--- src/rtl/snake_pkg.sv ---
// Shared types and defaults for the snake game display path.
// The scanner FSM states and row polarity selection live here so the datapath and scanner agree.
package snake_pkg;

  localparam int DEF_ROWS = 8;
  localparam int DEF_COLS = 8;

  // Values for the scanner's ROW_ACTIVE_LOW parameter.
  localparam int ROW_POL_HIGH = 0;  // selected row driven 1 (one-hot)
  localparam int ROW_POL_LOW  = 1;  // selected row driven 0 (one-cold)

  typedef enum logic [1:0] {
    IDLE  = 2'd0,
    BLANK = 2'd1,
    DRIVE = 2'd2
  } scan_state_e;

endpackage

--- src/rtl/frame_double_buffer.sv ---
// Pending/display frame registers with a valid/ready input handshake.
// A new frame waits in pending and moves to display only when swap (frame end) fires.
module frame_double_buffer #(
  parameter int WIDTH = 64
) (
  input  logic             clka,
  input  logic             restart_n,
  input  logic [WIDTH-1:0] frame_in,
  input  logic             frame_valid,
  output logic             frame_ready,
  input  logic             swap,
  output logic [WIDTH-1:0] display
);

  logic [WIDTH-1:0] pending_q;
  logic             full_q;
  logic             accept;

  // Ready comes from state only, so an upstream valid can never loop back into ready.
  assign frame_ready = !full_q;
  assign accept      = frame_valid && !full_q;

  // NOTE: both frame registers are reset, so a restart never shows or swaps in stale pixels.
  always_ff @(posedge clka or negedge restart_n) begin
    if (!restart_n) begin
      pending_q <= '0;
      full_q    <= 1'b0;
      display   <= '0;
    end else if (accept) begin
      // accept needs pending empty and the swap needs it full, so the two never collide
      pending_q <= frame_in;
      full_q    <= 1'b1;
    end else if (swap && full_q) begin
      display   <= pending_q;
      pending_q <= '0;
      full_q    <= 1'b0;
    end
  end

endmodule

--- src/rtl/led_matrix_scanner.sv ---
// Free-running multiplexed LED matrix scanner with double-buffered frames,
// per-row PWM brightness, a blink mask and a frame-derived game_tick.
module led_matrix_scanner
  import snake_pkg::*;
#(
  parameter int ROWS            = DEF_ROWS,
  parameter int COLS            = DEF_COLS,
  parameter int BRIGHT_BITS     = 3,
  parameter int FRAMES_PER_TICK = 4,
  parameter int BLINK_FRAMES    = 8,
  parameter int ROW_ACTIVE_LOW  = ROW_POL_LOW
) (
  input  logic                   clka,
  input  logic                   restart_n,
  input  logic                   enable,
  input  logic [ROWS*COLS-1:0]   frame_in,
  input  logic                   frame_valid,
  output logic                   frame_ready,
  input  logic [BRIGHT_BITS-1:0] brightness,
  input  logic [ROWS*COLS-1:0]   blink_mask,
  input  logic                   blink_en,
  output logic [ROWS-1:0]        row_cathode,
  output logic [COLS-1:0]        column_anode,
  output logic                   frame_done,
  output logic                   game_tick
);

  localparam int ROW_W   = $clog2(ROWS);
  localparam int TICK_W  = $clog2(FRAMES_PER_TICK + 1);
  localparam int BLINK_W = $clog2(BLINK_FRAMES + 1);

  localparam logic [ROWS-1:0]        ROWS_OFF   = (ROW_ACTIVE_LOW == ROW_POL_HIGH) ? '0 : '1;
  localparam logic [BRIGHT_BITS-1:0] LAST_PHASE = '1;
  localparam logic [ROW_W-1:0]       LAST_ROW   = ROW_W'(ROWS - 1);
  localparam logic [TICK_W-1:0]      LAST_TICK  = TICK_W'(FRAMES_PER_TICK - 1);
  localparam logic [BLINK_W-1:0]     LAST_BLINK = BLINK_W'(BLINK_FRAMES - 1);

  scan_state_e            state_q, state_d;
  logic [ROW_W-1:0]       row_q, row_d;
  logic [BRIGHT_BITS-1:0] phase_q, phase_d;
  logic [BRIGHT_BITS-1:0] br_q, br_d;
  logic                   frame_end;

  logic [TICK_W-1:0]      tick_cnt_q;
  logic [BLINK_W-1:0]     blink_cnt_q;
  logic                   blink_phase_q;
  logic                   blink_off;

  logic [ROWS*COLS-1:0]   display;
  logic [ROWS-1:0]        row_sel;
  logic [ROWS-1:0]        row_cathode_d;
  logic [COLS-1:0]        column_anode_d;

  frame_double_buffer #(
    .WIDTH(ROWS * COLS)
  ) u_buffer (
    .clka        (clka),
    .restart_n   (restart_n),
    .frame_in    (frame_in),
    .frame_valid (frame_valid),
    .frame_ready (frame_ready),
    .swap        (frame_end),
    .display     (display)
  );

  // NOTE: sequential state uses non-blocking (<=) so every register samples pre-edge values.
  always_ff @(posedge clka or negedge restart_n) begin
    if (!restart_n) begin
      state_q <= IDLE;
      row_q   <= '0;
      phase_q <= '0;
      br_q    <= '0;
    end else begin
      state_q <= state_d;
      row_q   <= row_d;
      phase_q <= phase_d;
      br_q    <= br_d;
    end
  end

  // NOTE: every always_comb output gets a default first, so no path can infer a latch.
  always_comb begin
    state_d   = state_q;
    row_d     = row_q;
    phase_d   = phase_q;
    br_d      = (state_q == BLANK) ? brightness : br_q;
    frame_end = 1'b0;
    if (!enable) begin
      state_d = IDLE;
      row_d   = '0;
      phase_d = '0;
    end else begin
      unique case (state_q)
        IDLE: begin
          state_d = BLANK;
          row_d   = '0;
          phase_d = '0;
        end
        BLANK: begin
          state_d = DRIVE;
          phase_d = '0;
        end
        DRIVE: begin
          if (phase_q == LAST_PHASE) begin
            state_d   = BLANK;
            phase_d   = '0;
            frame_end = (row_q == LAST_ROW);
            row_d     = frame_end ? '0 : row_q + 1'b1;
          end else begin
            phase_d = phase_q + 1'b1;
          end
        end
        default: state_d = IDLE;
      endcase
    end
  end

  // Output values are computed from the next state so the registered pins line up with state_q.
  assign blink_off = blink_en && !blink_phase_q;

  always_comb begin
    row_sel        = '0;
    column_anode_d = '0;
    if (state_d == DRIVE) begin
      row_sel[row_d] = 1'b1;
      if (phase_d < br_d) begin
        column_anode_d = display[int'(row_d)*COLS +: COLS] &
                         ~(blink_off ? blink_mask[int'(row_d)*COLS +: COLS] : '0);
      end
    end
    row_cathode_d = row_sel ^ ROWS_OFF;
  end

  always_ff @(posedge clka or negedge restart_n) begin
    if (!restart_n) begin
      row_cathode  <= ROWS_OFF;
      column_anode <= '0;
      frame_done   <= 1'b0;
      game_tick    <= 1'b0;
    end else begin
      row_cathode  <= row_cathode_d;
      column_anode <= column_anode_d;
      frame_done   <= frame_end;
      game_tick    <= frame_end && (tick_cnt_q == LAST_TICK);
    end
  end

  always_ff @(posedge clka or negedge restart_n) begin
    if (!restart_n) begin
      tick_cnt_q    <= '0;
      blink_cnt_q   <= '0;
      blink_phase_q <= 1'b1;
    end else begin
      if (frame_end) begin
        tick_cnt_q <= (tick_cnt_q == LAST_TICK) ? '0 : tick_cnt_q + 1'b1;
      end
      // blinking disabled parks the blink state in "on" so re-enabling starts a fresh period
      if (!blink_en) begin
        blink_cnt_q   <= '0;
        blink_phase_q <= 1'b1;
      end else if (frame_end) begin
        if (blink_cnt_q == LAST_BLINK) begin
          blink_cnt_q   <= '0;
          blink_phase_q <= !blink_phase_q;
        end else begin
          blink_cnt_q <= blink_cnt_q + 1'b1;
        end
      end
    end
  end

endmodule

--- config.mk ---
export PLATFORM = sky130hd
export DESIGN_NAME = led_matrix_scanner
export DESIGN_NICKNAME = d
export VERILOG_FILES = /design/src/rtl/snake_pkg.sv /design/src/rtl/frame_double_buffer.sv /design/src/rtl/led_matrix_scanner.sv
export SDC_FILE = /design/constraint.sdc
export NUM_CORES = 1
export LEC_CHECK = 0
export ABC_AREA = 1
export CORE_MARGIN = 3
export CORE_UTILIZATION = 50
export CTS_CLUSTER_SIZE = 14
export DETAILED_ROUTE_END_ITERATION = 16
export PLACE_DENSITY_LB_ADDON = 0.05
export SETUP_SLACK_MARGIN = 0.5
export SLEW_MARGIN = 25
export SYNTH_ARGS = -nofsm -noshare
export SYNTH_HDL_FRONTEND = slang
export SYNTH_HIERARCHICAL = 1
export SYNTH_SLANG_ARGS = --single-unit
--- constraint.sdc ---
create_clock -name clka -period 2.8 [get_ports clka]
set_input_delay 0.42 -clock clka [delete_from_list [all_inputs] [get_ports clka]]
set_output_delay 0.42 -clock clka [all_outputs]
set_load 0.01 [all_outputs]
# Word-level counts from Yosys, hierarchy flattened
# Index checks and enable logic that the tools add are counted.
# op_classes
addsub	4
n_lt_le_gt_ge	3
n_eq_ne	9
n_shift	2
mux	31
bitwise_logic	4
n_reduce_logical	12
# ops
op	n
64-bit 2-to-1 mux	2
64-bit by 7-bit indexed part select with 8-bit output	2
8-bit 2-to-1 mux	4
3-bit 2-to-1 mux	7
8-bit inverter	2
4-bit 2-to-1 mux	3
3-bit one-hot mux with 2 select lines	2
3-bit by 1-bit adder with 3-bit output (second input constant)	3
1-bit 2-to-1 mux	9
8-bit AND	1
3-bit equality test (second input constant)	2
2-bit one-hot mux with 3 select lines	1
1-bit logical AND	5
4-bit by 1-bit adder with 4-bit output (second input constant)	1
2-bit equality test (second input constant)	2
4-bit by 3-bit equality test with 1-bit output (second input constant)	1
3-bit by 4-bit < comparator with 1-bit output (second input constant)	1
2-bit 2-to-1 mux	2
2-bit by 1-bit != test with 1-bit output (second input constant)	2
2-bit AND reduction	2
1-bit demux with 3-bit select	1
3-bit by 2-bit equality test with 1-bit output (second input constant)	1
3-bit by 1-bit >= comparator with 1-bit output (second input constant)	1
3-bit < comparator	1
6 further kinds	7
# totals
ff_bits	166
in_bits	136
out_inout_bits	19

# Depth between registers and ports, before layout
# logic_depth
word_depth	11
ltp_mapped	15
ltp_nobuf	14

# Cells and area by module
# The synthesis kept the hierarchy.
# modules_own_cells
module	instances	cells_each	area_each_um2	seq_area_each_um2
frame_double_buffer	1	560	5063.6	3228.1
led_matrix_scanner	1	461	3024.2	937.1

# Worst setup path after synthesis
# No wires, ideal clock.
# synth_path
path_type	input port to flip-flop
startpoint	in enable
endpoint	reg column_anode[0]
setup_ns	0.071
arrival_ns	1.908
path_slack_ns	0.821
stages	10
cell_sequence	buf_4 -> buf_1 -> inv_1 -> a21oi_1 -> ha_1 -> a21oi_1 -> nand2_1 -> nor2_1 -> nand3_1 -> nor2_1
# synth_between
word_cells_on_any_way	12
cone_classes	1 x order compare; 1 x eq/ne; 2 x shift; 6 x mux; 2 x bitwise
# synth_rtl
element	line_no	text
start, declared	led_matrix_scanner.sv:15	input logic enable,
3-bit 2-to-1 mux	led_matrix_scanner.sv:88	if (!enable) begin
net phase_d[2]	led_matrix_scanner.sv:40	logic [BRIGHT_BITS-1:0] phase_q, phase_d;
3-bit < comparator	led_matrix_scanner.sv:126	if (phase_d < br_d) begin
8-bit 2-to-1 mux	led_matrix_scanner.sv:126	
8-bit 2-to-1 mux	led_matrix_scanner.sv:124	if (state_d == DRIVE) begin
net column_anode_d[0]	led_matrix_scanner.sv:52	logic [COLS-1:0] column_anode_d;
end signal, assigned	led_matrix_scanner.sv:142	column_anode <= column_anode_d;
end, declared	led_matrix_scanner.sv:23	output logic [COLS-1:0] column_anode,
# The timed path passes the listed nets, and every way through them passes these cells.
# A chain may end at the register's enable or synchronous reset.

# Final worst setup path
# layout_path
startpoint	reg phase_q[0]
endpoint	reg column_anode[2]
# layout_between
elab_chain_cells	10
word_cells_on_any_way	20
cone_classes	1 x add/sub; 1 x order compare; 2 x eq/ne; 2 x shift; 12 x mux; 2 x bitwise
# layout_lines
element	line_no	text
start, declared	led_matrix_scanner.sv:40	
start signal, assigned	led_matrix_scanner.sv:76	phase_q <= phase_d;
3-bit equality test	led_matrix_scanner.sv:104	if (phase_q == LAST_PHASE) begin
3-bit 2-to-1 mux	led_matrix_scanner.sv:104	
3-bit one-hot mux with 2 select lines	led_matrix_scanner.sv:93	unique case (state_q)
3-bit 2-to-1 mux	led_matrix_scanner.sv:88	
64-bit by 7-bit indexed part select with 8-bit output	led_matrix_scanner.sv:128	~(blink_off ? blink_mask[int'(row_d)*COLS +: COLS] : '0);
8-bit 2-to-1 mux	led_matrix_scanner.sv:128	
8-bit inverter	led_matrix_scanner.sv:128	
8-bit AND	led_matrix_scanner.sv:127	column_anode_d = display[int'(row_d)*COLS +: COLS] &
8-bit 2-to-1 mux	led_matrix_scanner.sv:126	
8-bit 2-to-1 mux *	led_matrix_scanner.sv:124	
net column_anode_d[2]	led_matrix_scanner.sv:52	
# Mark *: on every way through the listed nets, which the timed path passes. The rest lies on a longest branch.

==> impl_metrics.tcl <==
set metrics [dict create \
    slew-limit-headroom_pct 54.4 \
    ir_worst_vdd_v 0.000436 \
    cpLargestDelayFamily "simple AND/OR/NAND/NOR gates" \
    path_buf_inv 1 \
    design.portCount 155 \
    ys_seq_elements 166 \
    area_growth_pct 29.1 \
    numClockSinks 166 \
    criticalPathCategory "reg2reg" \
    power_mw 5.33 \
    post-place-ws_ps 371 \
    rsz0062_at_grt "true" \
    cts.reportedPaths.clkPinSlew_ps 60 \
    synth_top_area_share_pct 48.6 \
    grt_use_met1_pct 34.3 \
    period_minus_slack_ps 2120 \
    ys.flop_type "dfrtp_1" \
    die_area_sq_mm 0.0177 \
    crit_slowest_cell "dfrtp_1" \
    syn_nets 1165 \
    initial_core_util_pct 52.0 \
    post-route-period-util_pct 75.7 \
    grt_max_degree 67 \
    fp.dieW_um 133 \
    clk_root_buffer_cell "clkbuf_16" \
    synth-seq-area-share_pct 51.5 \
    synthCells 1021 \
    timing.fmax_mhz 472 \
    final_cells 1377 \
    grt_pass1_vias 6679 \
    yosysMostFrequentCell "nand2_1" \
    grt.overflow.total 0 \
    remaining_drc_errors 0 \
    wl_per_cell_um 15.4 \
    first_iter_violations 522 \
    grt_busiest_layer "met2" \
    core_area_sq_mm 0.0155 \
    post-place-cells 1338 \
    use_met2_pct 36.9 \
    portBuffers 154 \
    status "complete, no violations" \
    final_max_slew_viol_count 0 \
    synth_top_cell_by_area "dfrtp_1" \
    drt_wl_total_mm 21.3 \
    drive_above_1_share_pct 8.06 \
    clock_skew_ps 8.40 \
    via_count 7134 \
    die_y_um 133 \
    antenna_cells 0 \
    setup_violations 0 \
    finish.utilization_pct 67.2 \
    yosys-top-cells-area "dfrtp_1 (49%), nand2_1 (19%), nand3_1 (14%)" \
    htree_levels 4 \
    slowest_delay_ps 390 \
    firstDrtPassIters 5 \
    power_density_mw_per_mm2 511 \
    gp_congestion 0.821 \
    grt_use_total_pct 23.7 \
    synth-edff-count 0 \
    cts_made_buffers 17 \
    cts_tree "done" \
    synth_cell_types 28 \
    antenna_left 0 \
    syn_area_per_cell_sq_um 7.92 \
    antenna_found_initial 0 \
    arrival_ps 2430 \
    rows 45 \
    clock_insertion_delay_worst_skew_ps 420 \
    crit_path_start_kind "register" \
    setup_ws_ps 682 \
    tns_ps 0 \
    path_common_cell "nor2_1" \
    hold_viol 0 \
    synth_common_cells "nand2_1 (418), nand3_1 (232), dfrtp_1 (157)" \
    fin_nets 1297 \
    grt_pass1_wl_mm 34.1 \
    postSynth.asyncResetShare_pct 100 \
    required_ps 3110 \
    crit_chain "ha_1 > ha_1 > nor2_1 > nor2_1 > nand2_1 > nand2_2 > nand2_4 > clkbuf_16 > nand2_1 > nand3_2 > nand3_1 > nor2_1 > nor2_1" \
    drt-vias-per-instance 5.18 \
    holdCritPathClass "reg2reg" \
    use_met3_pct 4.49 \
    hpwl_mm 14.6 \
    cts_buffer_depth 2 \
    power_leakage_nw 5.25 \
    cap_violations 0 \
    crit_fanout 16 \
    synth_area_sq_mm 0.00809 \
    worstMarginPinSlew_ps 684 \
    crit_path_end_kind "register" \
    ys_warn_count 6 \
]
-- cell families after synthesis --
group	count (synthesis)	share of synthesized area, %
and+or+nand+nor	716	39.0
DFF	166	51.5
buffers and inverters	112	6.95
AOI/OAI and AO/OA	19	1.30
adders and majority gates	8	1.24
-- layer usage --
metal	part of all wire [%]	vias up
li1	-	3544
met1	47	3349
met2	45	225
met3	6.1	16
met4	1.3	0
met5	0	-
-- final cells by class --
cell class                      count  area [sq um]
Inverter                           46           178
Clock buffer                       22           464
Multi-Input combinational cell    743          3390
Fill cell                        1376          5100
Tap cell                          211           264
Timing Repair Buffer              179          1830
Sequential cell                   166          4170
Clock inverter                     10           145
-- repair_timing --
item,4_1_cts,5_1_grt
endpoints found under the setup margin,0,8
endpoints found under the hold margin,44,0
hold buffers,1,0
setup buffers,0,4
gates resized for setup,0,6
-- layout by cell type, fill, tap and decap left out, types with 2 or more instances in the layout --
| cell type | instances |
|---|---|
| inv_2 | 4 |
| dfrtp_1 | 156 |
| nor2_1 | 36 |
| bufinv_16 | 3 |
| o21ai_0 | 8 |
| nand3_2 | 9 |
| dfstp_2 | 9 |
| inv_1 | 41 |
| buf_12 | 5 |
| nand2_4 | 6 |
| clkbuf_8 | 2 |
| inv_6 | 3 |
| buf_4 | 17 |
| nand3_1 | 232 |
| o21ai_1 | 3 |
| clkbuf_16 | 19 |
| ha_1 | 8 |
| clkdlybuf4s50_1 | 153 |
| nand2_1 | 415 |
| clkinv_4 | 2 |
| clkbuf_1 | 3 |
| nor2_8 | 3 |
| clkinvlp_4 | 2 |
| nor2_4 | 3 |
| a21oi_1 | 5 |
| nand3b_1 | 6 |
| nor3_1 | 2 |
| nand2_2 | 3 |
-- metrics by stage --
| step | cell area, sq um | hold WS (ps) |
|---|---|---|
| 3_3_place_gp | 9710 | 378 |
| 3_5_place_dp | 9710 | 378 |
| 6_report | 10400 | 463 |
| 2_1_floorplan | 8090 | 124 |
| 5_1_grt | 10400 | 489 |
| 4_1_cts | 10300 | 465 |
-- worst reg2reg max path: stages (launching register included) --
cell and delay (ps):
dfrtp_1 390, ha_1 210, ha_1 240, nor2_1 130
nor2_1 60, nand2_1 70, nand2_2 70, nand2_4 140
clkbuf_16 220, nand2_1 80, nand3_2 70, nand3_1 100
nor2_1 160, nor2_1 70
-- final timing paths --
kind,from,to,slack (ps),cells after the start
max,phase_q[0],column_anode[2],680,13
min,u_buffer/display[14],u_buffer/display[14],460,2
max reg2reg,phase_q[0],column_anode[2],680,13
min reg2reg,u_buffer/display[14],u_buffer/display[14],460,2
max in group asynchronous,restart_n,u_buffer/full_q,1480,3
min in group asynchronous,restart_n,frame_done,520,2
-- state kept, by name, indices dropped and copies added, names as in the netlist --
name / count
blink_cnt_q: 4
blink_phase_q: 1
br_q: 3
column_anode: 8
frame_done: 1
game_tick: 1
phase_q: 3
row_cathode: 8
row_q: 3
state_q: 2
tick_cnt_q: 3
u_buffer/display: 64
u_buffer/full_q: 1
u_buffer/pending_q: 64
-- power breakdown --
group / switching, mW / internal [mW] / leakage [nW]
clock network: 0.937 / 1.46 / 0.291
logic: 0.190 / 0.235 / 2.76
registers: 0.0422 / 2.47 / 2.19
No activity file was read; power rests on OpenSTA's default activity.
